`src/rtl/bw_io_ddr_clk_ctl.sv`:
```
// -----------------------------------------------------------------------------
// bw_io_ddr_clk_ctl
//
// Sequencer in front of the DDR clock pad pair. It owns the pad clock enable
// and the pull-up / pull-down impedance drive codes (cbu / cbd).
//
//   * Clock enable: a wake delay of ON_DLY cycles passes between an accepted
//     request and the DRAM clocks starting. A drain delay of OFF_DLY cycles
//     passes between the request dropping and the clocks stopping. A request
//     that returns during the drain resumes ON with no gap in the clock.
//   * Drive codes: with the clocks stopped (OFF / WAKE), a new code loads
//     directly. With the clocks running (ON / SLEEP), each code walks toward
//     its target one LSB every STEP_CYC cycles, so the running pads never see
//     a large impedance jump.
//
// Handshake: code_vld is a single-cycle strobe with no back-pressure. Every
// strobe captures cbu_tgt/cbd_tgt into the target registers, and a later
// strobe simply overwrites them. code_busy reports that the applied codes
// have not yet reached the targets.
//
// Ports
//   rclk                in   core clock
//   rst_l               in   synchronous reset, active low
//   clk_en_req          in   level request for running DRAM clocks
//   code_vld            in   strobe: cbu_tgt / cbd_tgt valid this cycle
//   cbu_tgt             in   target pull-up code   [CODE_W-1:0]
//   cbd_tgt             in   target pull-down code [CODE_W-1:0]
//   dram_io_clk_enable  out  pad pair clock enable (registered)
//   cbu                 out  applied pull-up code   (registered)
//   cbd                 out  applied pull-down code (registered)
//   code_busy           out  applied codes differ from targets (registered)
//   clk_on              out  1 only while in state ON (registered)
// -----------------------------------------------------------------------------
module bw_io_ddr_clk_ctl #(
    parameter int                 CODE_W   = 8,
    parameter int                 ON_DLY   = 16,
    parameter int                 OFF_DLY  = 8,
    parameter int                 STEP_CYC = 4,
    parameter logic [CODE_W-1:0]  RST_CODE = 8'h40
) (
    input  logic              rclk,
    input  logic              rst_l,
    input  logic              clk_en_req,
    input  logic              code_vld,
    input  logic [CODE_W-1:0] cbu_tgt,
    input  logic [CODE_W-1:0] cbd_tgt,
    output logic              dram_io_clk_enable,
    output logic [CODE_W-1:0] cbu,
    output logic [CODE_W-1:0] cbd,
    output logic              code_busy,
    output logic              clk_on
);

    // -------------------------------------------------------------------------
    // Counter sizing
    // -------------------------------------------------------------------------
    localparam int DLY_MAX = (ON_DLY > OFF_DLY) ? ON_DLY : OFF_DLY;
    localparam int CNT_W   = $clog2(DLY_MAX + 1);
    localparam int STEP_W  = $clog2(STEP_CYC + 1);

    localparam logic [CNT_W-1:0]  ON_LAST   = CNT_W'(ON_DLY - 1);
    localparam logic [CNT_W-1:0]  OFF_LAST  = CNT_W'(OFF_DLY - 1);
    localparam logic [STEP_W-1:0] STEP_LAST = STEP_W'(STEP_CYC - 1);

    typedef enum logic [1:0] {
        ST_OFF   = 2'd0,
        ST_WAKE  = 2'd1,
        ST_ON    = 2'd2,
        ST_SLEEP = 2'd3
    } state_t;

    // -------------------------------------------------------------------------
    // State
    // -------------------------------------------------------------------------
    state_t              state;
    state_t              state_nxt;
    logic [CNT_W-1:0]    cnt;
    logic [CNT_W-1:0]    cnt_nxt;

    logic [CODE_W-1:0]   cbu_tgt_reg;
    logic [CODE_W-1:0]   cbd_tgt_reg;
    logic [CODE_W-1:0]   cbu_tgt_nxt;
    logic [CODE_W-1:0]   cbd_tgt_nxt;
    logic [CODE_W-1:0]   cbu_nxt;
    logic [CODE_W-1:0]   cbd_nxt;
    logic [STEP_W-1:0]   step_cnt;
    logic [STEP_W-1:0]   step_cnt_nxt;

    logic                slewing;
    logic                code_mismatch;

    // One LSB toward the target. Because the move is always toward an
    // in-range target, the result can never wrap past 0 or the maximum code.
    function automatic logic [CODE_W-1:0] step_toward(
        input logic [CODE_W-1:0] cur,
        input logic [CODE_W-1:0] tgt
    );
        logic [CODE_W-1:0] res;
        res = cur;
        if (cur < tgt) begin
            res = cur + CODE_W'(1);
        end else if (cur > tgt) begin
            res = cur - CODE_W'(1);
        end
        return res;
    endfunction

    // -------------------------------------------------------------------------
    // Clock enable FSM: next-state logic
    // -------------------------------------------------------------------------
    always_comb begin
        state_nxt = state;
        cnt_nxt   = cnt;
        case (state)
            ST_OFF: begin
                cnt_nxt = '0;
                if (clk_en_req) begin
                    state_nxt = ST_WAKE;
                end
            end
            ST_WAKE: begin
                // Any drop of the request abandons the wake; the next
                // request starts the full delay from zero.
                if (!clk_en_req) begin
                    state_nxt = ST_OFF;
                    cnt_nxt   = '0;
                end else if (cnt == ON_LAST) begin
                    state_nxt = ST_ON;
                    cnt_nxt   = '0;
                end else begin
                    cnt_nxt = cnt + CNT_W'(1);
                end
            end
            ST_ON: begin
                cnt_nxt = '0;
                if (!clk_en_req) begin
                    state_nxt = ST_SLEEP;
                end
            end
            ST_SLEEP: begin
                // Enable is still high here, so returning to ON leaves the
                // pad clock running without a gap.
                if (clk_en_req) begin
                    state_nxt = ST_ON;
                    cnt_nxt   = '0;
                end else if (cnt == OFF_LAST) begin
                    state_nxt = ST_OFF;
                    cnt_nxt   = '0;
                end else begin
                    cnt_nxt = cnt + CNT_W'(1);
                end
            end
            default: begin
                state_nxt = ST_OFF;
                cnt_nxt   = '0;
            end
        endcase
    end

    // -------------------------------------------------------------------------
    // Drive code next-value logic
    // -------------------------------------------------------------------------
    always_comb begin
        cbu_tgt_nxt   = code_vld ? cbu_tgt : cbu_tgt_reg;
        cbd_tgt_nxt   = code_vld ? cbd_tgt : cbd_tgt_reg;
        cbu_nxt       = cbu;
        cbd_nxt       = cbd;
        step_cnt_nxt  = '0;
        slewing       = (state == ST_ON) || (state == ST_SLEEP);
        code_mismatch = (cbu != cbu_tgt_reg) || (cbd != cbd_tgt_reg);

        if (!slewing) begin
            // Clocks stopped: apply the newest target at once. This also
            // finishes any slew left incomplete when the clocks stopped.
            cbu_nxt = cbu_tgt_nxt;
            cbd_nxt = cbd_tgt_nxt;
        end else if (code_mismatch) begin
            // Step pacing runs off the registered targets; a retarget only
            // changes the direction, not the pacing phase.
            if (step_cnt == STEP_LAST) begin
                cbu_nxt = step_toward(cbu, cbu_tgt_reg);
                cbd_nxt = step_toward(cbd, cbd_tgt_reg);
            end else begin
                step_cnt_nxt = step_cnt + STEP_W'(1);
            end
        end
    end

    // -------------------------------------------------------------------------
    // Registers
    // -------------------------------------------------------------------------
    always_ff @(posedge rclk) begin
        if (!rst_l) begin
            state              <= ST_OFF;
            cnt                <= '0;
            step_cnt           <= '0;
            cbu_tgt_reg        <= RST_CODE;
            cbd_tgt_reg        <= RST_CODE;
            cbu                <= RST_CODE;
            cbd                <= RST_CODE;
            code_busy          <= 1'b0;
            dram_io_clk_enable <= 1'b0;
            clk_on             <= 1'b0;
        end else begin
            state              <= state_nxt;
            cnt                <= cnt_nxt;
            step_cnt           <= step_cnt_nxt;
            cbu_tgt_reg        <= cbu_tgt_nxt;
            cbd_tgt_reg        <= cbd_tgt_nxt;
            cbu                <= cbu_nxt;
            cbd                <= cbd_nxt;
            // Outputs are computed from next-state values so each one lines
            // up with the state/code it describes.
            code_busy          <= (cbu_nxt != cbu_tgt_nxt) ||
                                  (cbd_nxt != cbd_tgt_nxt);
            dram_io_clk_enable <= (state_nxt == ST_ON) ||
                                  (state_nxt == ST_SLEEP);
            clk_on             <= (state_nxt == ST_ON);
        end
    end

endmodule

```
`config.mk`:
```
export PLATFORM = sky130hd
export DESIGN_NAME = bw_io_ddr_clk_ctl
export DESIGN_NICKNAME = d
export VERILOG_FILES = /design/src/rtl/bw_io_ddr_clk_ctl.sv
export SDC_FILE = /design/constraint.sdc
export NUM_CORES = 1
export LEC_CHECK = 0
export CORE_UTILIZATION = 50
export DETAILED_ROUTE_END_ITERATION = 12
export GPL_ROUTABILITY_DRIVEN = 1
export HOLD_SLACK_MARGIN = 0.1
export PLACE_DENSITY_LB_ADDON = 0.2
export SYNTH_ARGS = -nofsm -noshare
export SYNTH_HDL_FRONTEND = slang
export SYNTH_SLANG_ARGS = --single-unit
```
`constraint.sdc`:
```
create_clock -name rclk -period 4.06 [get_ports rclk]
set_input_delay 0.812 -clock rclk [delete_from_list [all_inputs] [get_ports rclk]]
set_output_delay 0.812 -clock rclk [all_outputs]
set_load 0.02 [all_outputs]
```
==> reports/qor.yml, run 1 <==
seqCellArea_um2: 901
numClockSinks: 45
r2r_cells: 11
post_cts_buffers: 0
worstMarginPinSlew_ns: 0.985
clk_latency_ns: 0.31
yosys_warnings: 0
grt_util_all_layers_pct: 26.9
port_buffers: 38
dieArea_um2: 7130
syn_area_per_cell_um2: 7.93
clockBufferDepth: 2
min_path_type: "reg -> reg"
ys_seq_area_share_pct: 26.5
ys_types: 68
seq_power_share_pct: 42.8
wl_per_cell_um: 17.2
ys.flop_type: "dfxtp_1"
placed_area_um2: 3790
htreeDepth: 2
pre_cts_slack_ns: 0.541
syn-instance-count: 428
reg2reg_from: "cbu[0]$_SDFF_PN0_"
finClkSkew_ns: 0.00776
drv_cap: 0
drive_gt1_share_pct: 6.51
p_sw_uw: 414
p_int_uw: 730
whs_path_depth: 1
cts_buffers: 5
multi_input_area_um2: 2270
combPwrFrac_pct: 29.3
slew_violations: 0
final-hold-violation-count: 0
syn-num-nets: 473
timing.final.crit_period_ns: 3.59
finalSetupViolCount: 0
crit_path_start: "cbu[0]$_SDFF_PN0_"
fill_cells: 620
rows: 29
synth_edf_count: 0
gp_congestion: 0.928
pin_count: 39
start_util_pct: 52.6
synth-seq-cells: 45
final.period_utilization_pct: 88.4
worst-path-max-fanout: 12
dpl.hpwl_um: 6940
syn_to_final_growth_pct: 14.5
worst-endpoint-arrival_ns: 3.79
finalWirelength_um: 9250
grt_pass1_vias: 3110
p_per_area_nw_per_um2: 294
violations: "DRC"
final_common_cell: "nor2_1"
relSlewSlack_pct: 34.3
antenna_found_initial: 0
fmaxAchievable_mhz: 279
die_w_um: 84.4
vdd_drop_max_mv: 0.145
core_area_um2: 6460
first_pass_iters: 10
worst_slack_ns: 0.470
route.detailed.drc: 3
crit_type: "reg -> reg"
drt-initial-drc-count: 208
required_ns: 4.26
endpoint_kind: "flop"
syn_area_um2: 3400
async_reset_ff_share_pct: 0
grt-ovfl-total: 0
antenna_left: 0
ctsHoldBuffers: 0
antenna_cells: 0
grt_max_degree: 31
total_power_uw: 1140
cts_tree: "done"
grt_pass1_wl_um: 15100
viasPerCell: 6.10
clockPowerShare_pct: 28.0
final_cell_mix: "nor2_1, dfxtp_1, nand2_1, clkdlybuf4s50_1, inv_1"
critPathLaunchType: "flop"
dieHeight_um: 84.4
hold_start: "step_cnt[0]$_SDFF_PP0_"
nNetsFinal: 505
rsz0062_at_grt: "no"
finalSetupTns_ns: 0
status: "finished with violations"
p_leak_uw: 0.00156
clockRootBuffer: "clkbuf_8"
num_vias: 3283
cts-resized-gates: 0
clk_pin_slew_worst_paths_ns: 0.11
design_area_um2: 3890
sw_frac_of_total_pct: 36.2
-- final timing paths --
path	slack [ns]	endpoint
setup / recovery	0.47	code_busy$_SDFF_PN0_
hold reg to reg	0.43	step_cnt[0]$_SDFF_PP0_
setup reg to reg	0.47	code_busy$_SDFF_PN0_
hold / removal	0.43	step_cnt[0]$_SDFF_PP0_
-- power by group through the flow --
stage          registers, uW  logic, uW  clock network, uW
2_1_floorplan            500        229                  0
6_report                 489        335                320
4_1_cts                  489        330                326
5_1_grt                  493        366                343
3_5_place_dp             499        328                  0
3_3_place_gp             499        325                  0
-- worst max-delay path: stages, from the launching register on --
cell       delay (ns)
dfxtp_1          0.52
inv_1            0.15
ha_1             0.31
nand4_1          0.20
o41a_1           0.69
nand2_2          0.22
nor4bb_1         0.08
or3b_1           0.40
a32o_1           0.27
a211o_1          0.29
a2111oi_2        0.22
a31oi_1          0.12
-- routing by layer --
layer,part of all wire [%],vias up,GRT usage [%]
li1,-,1602,-
met4,2.8,0,10.2
met1,45,1539,34.8
met2,47,118,45.3
met3,5.6,24,4.33
met5,0,-,0
-- synth_stat cells (2+ instances only) --
cell type / count / area (um2)
a22oi_1: 3 / 22.5
and2_1: 5 / 31.3
a211oi_1: 9 / 67.6
nand3_1: 14 / 70.1
or3b_1: 2 / 17.5
inv_1: 26 / 97.6
mux2i_1: 15 / 150
a31oi_1: 6 / 37.5
o211ai_1: 8 / 60.1
buf_2: 2 / 10.0
clkbuf_8: 3 / 41.3
nor3_1: 9 / 45.0
or2_2: 2 / 12.5
and3_1: 4 / 25.0
or4_1: 2 / 15.0
nor2_1: 55 / 206
xor2_1: 9 / 78.8
o21a_1: 4 / 30.0
o22ai_1: 3 / 18.8
o41ai_1: 4 / 35.0
clkbuf_1: 10 / 37.5
nor4b_1: 2 / 17.5
nand2b_1: 3 / 18.8
nand2_1: 42 / 158
a21oi_1: 21 / 105
xnor3_1: 2 / 45.0
buf_6: 3 / 33.8
nand4_1: 9 / 56.3
o2111ai_1: 2 / 17.5
nor2b_1: 5 / 31.3
a32o_1: 2 / 20.0
xnor2_1: 16 / 140
nor4_1: 4 / 25.0
nand3b_1: 2 / 15.0
o21ai_0: 18 / 90.1
dfxtp_1: 45 / 901
ha_1: 25 / 313
o31ai_1: 2 / 15.0
-- through the flow --
stage / util, % / std cells / hold slack (ns)
finish: 60.2 / 538 / 0.426
global route: 60.2 / 538 / 0.456
CTS: 60.2 / 538 / 0.428
detailed placement: 58.7 / 530 / 0.413
global placement: 58.7 / 530 / 0.409
floorplan: - / 428 / 0.399
-- area by class of cell --
cell class                      count  area share (%)
Tap cell                           77            2.48
Sequential cell                    45            23.2
Clock buffer                        5            1.77
Inverter                           27            2.61
Timing Repair Buffer               44            10.9
Multi-Input combinational cell    337            58.3
Clock inverter                      3           0.740
-- logic make-up (layout without fill, tap and decap cells) --
logic type	Yosys count	after routing	share of synthesized area, %
mux	16	16	4.75
simple gates	172	172	25.6
compound gates	97	97	19.4
fa+ha+maj	25	25	9.21
flops	45	45	26.5
buf+inv	46	79	6.71
xor+xnor	27	27	7.77
Note: power is estimated with default switching activity, not from simulation.
==> inputs of run 2 (changes only) <==
clock period = 4.3 ns   (was 4.06 ns; I/O delays follow)
==> run 2 against run 1 <==
Effect of this change: the flow still finishes with violations (DRC); fmax fell by 0.30%; clock skew fell by 0.00068 ns; first-iteration DRC count rose by 14%; register-to-register slack improved by 0.23 ns; utilization fell by 0.23 points; wire length fell by 1.6%; cell count fell by 0.37%; die area did not move; clock power fell by 6.9%; clock-buffer cell count did not move; critical path type unchanged; critical endpoint unchanged; largest power group unchanged.
==> reports/qor.yml, run 2 (same netlist as run 1, synthesis figures left out) <==
worst-endpoint-arrival_ns: 3.80  # was 3.79 ns
rsz0062_at_grt: "no"  # unchanged
relSlewSlack_pct: 31.9  # was 34.3%
wl_per_cell_um: 17.0  # was 17.2 um
drive_gt1_share_pct: 6.10  # was 6.51%
ctsHoldBuffers: 0  # unchanged
syn_to_final_growth_pct: 14.1  # was 14.5%
min_path_type: "reg -> reg"  # unchanged
clk_latency_ns: 0.31  # about the same
clk_pin_slew_worst_paths_ns: 0.10  # was 0.11 ns
finalSetupTns_ns: 0  # unchanged
hold_start: "step_cnt[0]$_SDFF_PP0_"  # unchanged
final_common_cell: "nor2_1"  # unchanged
slowest_delay_ns: 0.68  # was 0.69 ns
nNetsFinal: 503  # was 505
rows: 29  # unchanged
drt-initial-drc-count: 237  # was 208
cp_num_buf_inv: 1  # unchanged
grt_util_all_layers_pct: 26.4  # was 26.9%
grt_pass1_wl_um: 14900  # was 15100 um
first_pass_iters: 9  # was 10
critPathLaunchType: "flop"  # unchanged
p_sw_uw: 386  # was 414 uW
finalSetupViolCount: 0  # unchanged
crit_path_cell_trace: "inv_1 -> ha_1 -> nand4_1 -> o41a_1 -> nand2_2 -> nor4bb_1 -> or3b_1 -> a32o_1 -> a211o_1 -> a2111oi_2 -> a31oi_1"  # unchanged
cts_tree: "done"  # unchanged
gp_congestion: 0.922  # was 0.928
combPwrFrac_pct: 29.2  # was 29.3%
grt-ovfl-total: 0  # unchanged
rrSetupSlack_ns: 0.70  # was 0.47 ns
antenna_cells: 0  # unchanged
crit_type: "reg -> reg"  # unchanged
dpl.hpwl_um: 6670  # was 6940 um
route.detailed.drc: 2  # was 3
core_area_um2: 6460  # unchanged
p_int_uw: 688  # was 730 uW
antenna_found_initial: 0  # unchanged
post_cts_buffers: 0  # unchanged
pin_count: 39  # unchanged
antenna_left: 0  # unchanged
final.period_utilization_pct: 83.7  # was 88.4%
status: "finished with violations"  # unchanged
total_power_uw: 1070  # was 1140 uW
cp_slowest_cell: "o41a_1"  # unchanged
numClockSinks: 45  # unchanged
seq_power_share_pct: 43.1  # was 42.8%
finClkSkew_ns: 0.00708  # was 0.00776 ns
clockBufferDepth: 2  # unchanged
reg2reg_from: "cbu[0]$_SDFF_PN0_"  # unchanged
htreeDepth: 2  # unchanged
violations: "DRC"  # unchanged
cts-resized-gates: 0  # unchanged
critPathTopFamily: "compound AO/OA/AOI/OAI gates"  # unchanged
timing.final.crit_period_ns: 3.60  # was 3.59 ns
p_leak_uw: 0.00155  # was 0.00156 uW
num_vias: 3246  # was 3283
clockPowerShare_pct: 27.7  # was 28.0%
slew_violations: 0  # unchanged
worstMarginPinSlew_ns: 1.02  # was 0.985 ns
cts_buffers: 5  # unchanged
dieArea_um2: 7130  # unchanged
viasPerCell: 6.06  # was 6.10
start_util_pct: 52.6  # unchanged
r2r_cells: 11  # unchanged
p_per_area_nw_per_um2: 277  # was 294 nW/um2
grt_pass1_vias: 3012  # was 3110
final_cell_mix: "nor2_1, dfxtp_1, nand2_1, clkdlybuf4s50_1, inv_1"  # unchanged
sw_frac_of_total_pct: 35.9  # was 36.2%
worst-path-max-fanout: 12  # unchanged
vdd_drop_max_mv: 0.211  # was 0.145 mV
endpoint_kind: "flop"  # unchanged
fmaxAchievable_mhz: 278  # was 279 MHz
final-hold-violation-count: 0  # unchanged
drv_cap: 0  # unchanged
worstReg2RegEnd: "code_busy$_SDFF_PN0_"  # unchanged
port_buffers: 38  # unchanged
hold_end: "step_cnt[0]$_SDFF_PP0_"  # unchanged
required_ns: 4.49  # was 4.26 ns
finalWirelength_um: 9100  # was 9250 um
dieHeight_um: 84.4  # unchanged
whs_path_depth: 1  # unchanged
die_w_um: 84.4  # unchanged
grt_max_degree: 31  # unchanged
fin_hold_ws_ns: 0.435  # was 0.426 ns
clockRootBuffer: "clkbuf_8"  # unchanged
==> run 2: worst max-delay path by stage <==
| stage | startpoint | endpoint | slack [ns] | depth (start not counted) |
|---|---|---|---|---|
| 2_1_floorplan | cbu[0]$_SDFF_PN0_ | code_busy$_SDFF_PN0_ | 1.22 | 11 |
| 3_3_place_gp | code_vld | code_busy$_SDFF_PN0_ | 0.72 | 8 |
| 5_1_grt | cbu[0]$_SDFF_PN0_ | code_busy$_SDFF_PN0_ | 0.51 | 11 |
| 6_report | cbu[0]$_SDFF_PN0_ | code_busy$_SDFF_PN0_ | 0.70 | 11 |
| 4_1_cts | cbu[0]$_SDFF_PN0_ | code_busy$_SDFF_PN0_ | 0.75 | 11 |
| 3_5_place_dp | code_vld | code_busy$_SDFF_PN0_ | 0.57 | 8 |
==> run 2: routing by layer <==
metal  wire (um)  global-route usage (%)  part of all wire, %
met1        4390                    36.5                   48
met2        4070                    42.6                   45
met3         512                    3.74                  5.6
met4         125                    8.32                  1.4
met5           0                       0                    0
==> run 2: power groups by stage <==
| stage | sequential [uW] | clock, uW | combinational [uW] |
|---|---|---|---|
| 3_5_place_dp | 472 | 0 | 306 |
| 4_1_cts | 462 | 305 | 309 |
| 2_1_floorplan | 472 | 0 | 217 |
| 6_report | 463 | 298 | 314 |
| 3_3_place_gp | 471 | 0 | 304 |
| 5_1_grt | 466 | 324 | 339 |
==> run 2: layout make-up <==
cell class	instances	area (um2)
fillers	610	2580
well taps	77	96.3
inverters	27	101
repair buffers	42	410
multi-input cells	337	2270
flip-flops and latches	45	901
clock inverters	3	28.8
clock buffers	5	68.8
==> run 2: worst register-to-register path, stage by stage (launching register included) <==
cell	delay, ns
dfxtp_1	0.52
inv_1	0.15
ha_1	0.31
nand4_1	0.21
o41a_1	0.69
nand2_2	0.22
nor4bb_1	0.08
or3b_1	0.42
a32o_1	0.27
a211o_1	0.29
a2111oi_2	0.20
a31oi_1	0.12
==> run 2: through the flow <==
step | worst slack (ns) | std cells | util, % | cell area [um2]
2_1_floorplan | 1.22 | 428 | - | 3400
3_3_place_gp | 0.716 | 528 | 58.5 | 3780
3_5_place_dp | 0.573 | 528 | 58.5 | 3780
4_1_cts | 0.753 | 536 | 60.0 | 3870
5_1_grt | 0.512 | 536 | 60.0 | 3870
6_report | 0.699 | 536 | 60.0 | 3870
==> inputs of run 3 (changes only) <==
clock period = 3.29 ns   (was 4.3 ns; I/O delays follow)
==> run 3 against run 2 <==
Effect of this change: the run still ends with DRC left; clock-buffer cell count unchanged; cell count increased by 5.4%; wire length increased by 7.7%; via count increased by 5.4%; die area did not move; hold slack about the same; sequential share of layout area shrank 1.2 points; first-iteration DRC count increased by 29%; setup slack got worse by 0.55 ns; critical path depth did not move; utilization grew 3.4 points; cell area grew 5.6%.
==> reports/qor.yml, run 3 (same netlist as run 1, synthesis figures left out) <==
design_area_um2: 4090  # was 3870 um2
utilization_pct: 63.3  # was 60.0%
drv_cap: 0  # unchanged
grt_pass1_vias: 3111  # was 3012
slew_violations: 0  # unchanged
fmaxAchievable_mhz: 318  # was 278 MHz
status: "finished with violations"  # unchanged
finalWirelength_um: 9800  # was 9100 um
whs_path_depth: 1  # unchanged
final-hold-violation-count: 0  # unchanged
dpl.cell_count: 557  # was 528
grt-ovfl-total: 0  # unchanged
viasPerCell: 6.05  # was 6.06
seqCellArea_um2: 901  # unchanged
dieHeight_um: 84.4  # unchanged
dpl.hpwl_um: 7360  # was 6670 um
num_vias: 3421  # was 3246
grt_pass1_wl_um: 16000  # was 14900 um
first_pass_iters: 11  # was 9
antenna_left: 0  # unchanged
p_leak_uw: 0.00169  # was 0.00155 uW
sw_frac_of_total_pct: 36.0  # was 35.9%
combPwrFrac_pct: 32.2  # was 29.2%
final.period_utilization_pct: 95.4  # was 83.7%
drt-initial-drc-count: 305  # was 237
hold_start: "step_cnt[0]$_SDFF_PP0_"  # unchanged
clockBufferDepth: 2  # unchanged
rows: 29  # unchanged
antenna_cells: 0  # unchanged
p_per_area_nw_per_um2: 354  # was 277 nW/um2
antenna_found_initial: 0  # unchanged
htreeDepth: 2  # unchanged
finalSetupViolCount: 0  # unchanged
min_path_type: "reg -> reg"  # unchanged
endpoint_kind: "flop"  # unchanged
finClkSkew_ns: 0.00696  # was 0.00708 ns
rsz0062_at_grt: "no"  # unchanged
crit_path_start: "cbd_tgt_reg[3]$_SDFF_PN0_"  # was cbu[0]$_SDFF_PN0_
final_cell_mix: "nor2_1, dfxtp_1, nand2_1, clkdlybuf4s50_1, buf_4"  # was nor2_1, dfxtp_1, nand2_1, clkdlybuf4s50_1, inv_1
worst-endpoint-arrival_ns: 3.34  # was 3.80 ns
nNetsFinal: 532  # was 503
post_cts_buffers: 0  # unchanged
start_util_pct: 52.6  # unchanged
timing.final.crit_period_ns: 3.14  # was 3.60 ns
drive_gt1_share_pct: 11.7  # was 6.10%
clk_latency_ns: 0.32  # was 0.31 ns
syn_to_final_growth_pct: 20.5  # was 14.1%
pin_count: 39  # unchanged
cts_tree: "done"  # unchanged
required_ns: 3.49  # was 4.49 ns
route.detailed.drc: 4  # was 2
finalSetupTns_ns: 0  # unchanged
critPathLaunchType: "flop"  # unchanged
p_int_uw: 927  # was 688 uW
clk_pin_slew_worst_paths_ns: 0.10  # about the same
multi_input_area_um2: 2270  # unchanged
worstMarginPinSlew_ns: 1.02  # about the same
relSlewSlack_pct: 32.1  # was 31.9%
fin_cells: 565  # was 536
dieArea_um2: 7130  # unchanged
core_area_um2: 6460  # unchanged
die_w_um: 84.4  # unchanged
port_buffers: 38  # unchanged
wl_per_cell_um: 17.3  # was 17.0 um
gp_congestion: 0.965  # was 0.922
violations: "DRC"  # unchanged
fill_cells: 604  # was 610
grt_util_all_layers_pct: 28.6  # was 26.4%
final_common_cell: "nor2_1"  # unchanged
clockRootBuffer: "clkbuf_8"  # unchanged
cts_buffers: 5  # unchanged
r2r_cells: 11  # unchanged
clockPowerShare_pct: 27.4  # was 27.7%
grt_max_degree: 31  # unchanged
crit_type: "reg -> reg"  # unchanged
placed_area_um2: 3990  # was 3780 um2
reg2reg_from: "cbd_tgt_reg[3]$_SDFF_PN0_"  # was cbu[0]$_SDFF_PN0_
p_sw_uw: 522  # was 386 uW
worst-path-max-fanout: 3  # was 12
seq_power_share_pct: 40.4  # was 43.1%
vdd_drop_max_mv: 0.251  # was 0.211 mV
numClockSinks: 45  # unchanged
[run 3: timing repair]
action,CTS,global route
setup endpoints to repair,0,1
resized for setup,0,1
hold buffers,0,0
endpoints found under the hold margin,0,0
[run 3: path summary, 6_finish.rpt]
| kind | to | slack (ns) |
|---|---|---|
| max | code_busy$_SDFF_PN0_ | 0.15 |
| min | step_cnt[0]$_SDFF_PP0_ | 0.43 |
| max reg2reg | code_busy$_SDFF_PN0_ | 0.15 |
| min reg2reg | step_cnt[0]$_SDFF_PP0_ | 0.43 |
[run 3: layer usage]
metal / vias up / global-route usage (%) / wire length (um)
li1: 1661 / - / -
met1: 1593 / 38.2 / 4320
met2: 151 / 47.9 / 4550
met3: 16 / 4.62 / 713
met4: 0 / 7.86 / 214
met5: - / 0 / 0
[run 3: cell type report]
cell class / instances / share of cell area (%)
clock buffer: 5 / 1.68
multi-input combinational: 337 / 55.4
inverter: 27 / 2.48
clock inverter: 3 / 0.703
timing repair buffer: 71 / 15.4
tap: 77 / 2.35
sequential: 45 / 22.0
[run 3: power groups by stage]
stage,Clock (uW),Combinational [uW],Sequential [uW]
3_3_place_gp,0,453,597
5_1_grt,430,508,590
4_1_cts,406,459,586
6_report,397,466,586
2_1_floorplan,0,283,617
3_5_place_dp,0,456,598
[run 3: worst max-delay path: stages (launching register included)]
cell	delay, ns
dfxtp_1	0.34
inv_1	0.05
ha_1	0.30
a21oi_1	0.19
or3b_1	0.40
o41ai_1	0.42
xnor2_1	0.21
xnor2_1	0.16
o41ai_1	0.12
or4_1	0.51
nor4_1	0.21
a31oi_1	0.11
[run 3: metrics by stage]
step	setup slack [ns]	hold WS (ns)	total power, uW
2_1_floorplan	0.212	0.399	900
3_3_place_gp	0.229	0.408	1050
3_5_place_dp	0.166	0.426	1050
4_1_cts	0.162	0.441	1450
5_1_grt	0.0149	0.454	1530
6_report	0.150	0.435	1450
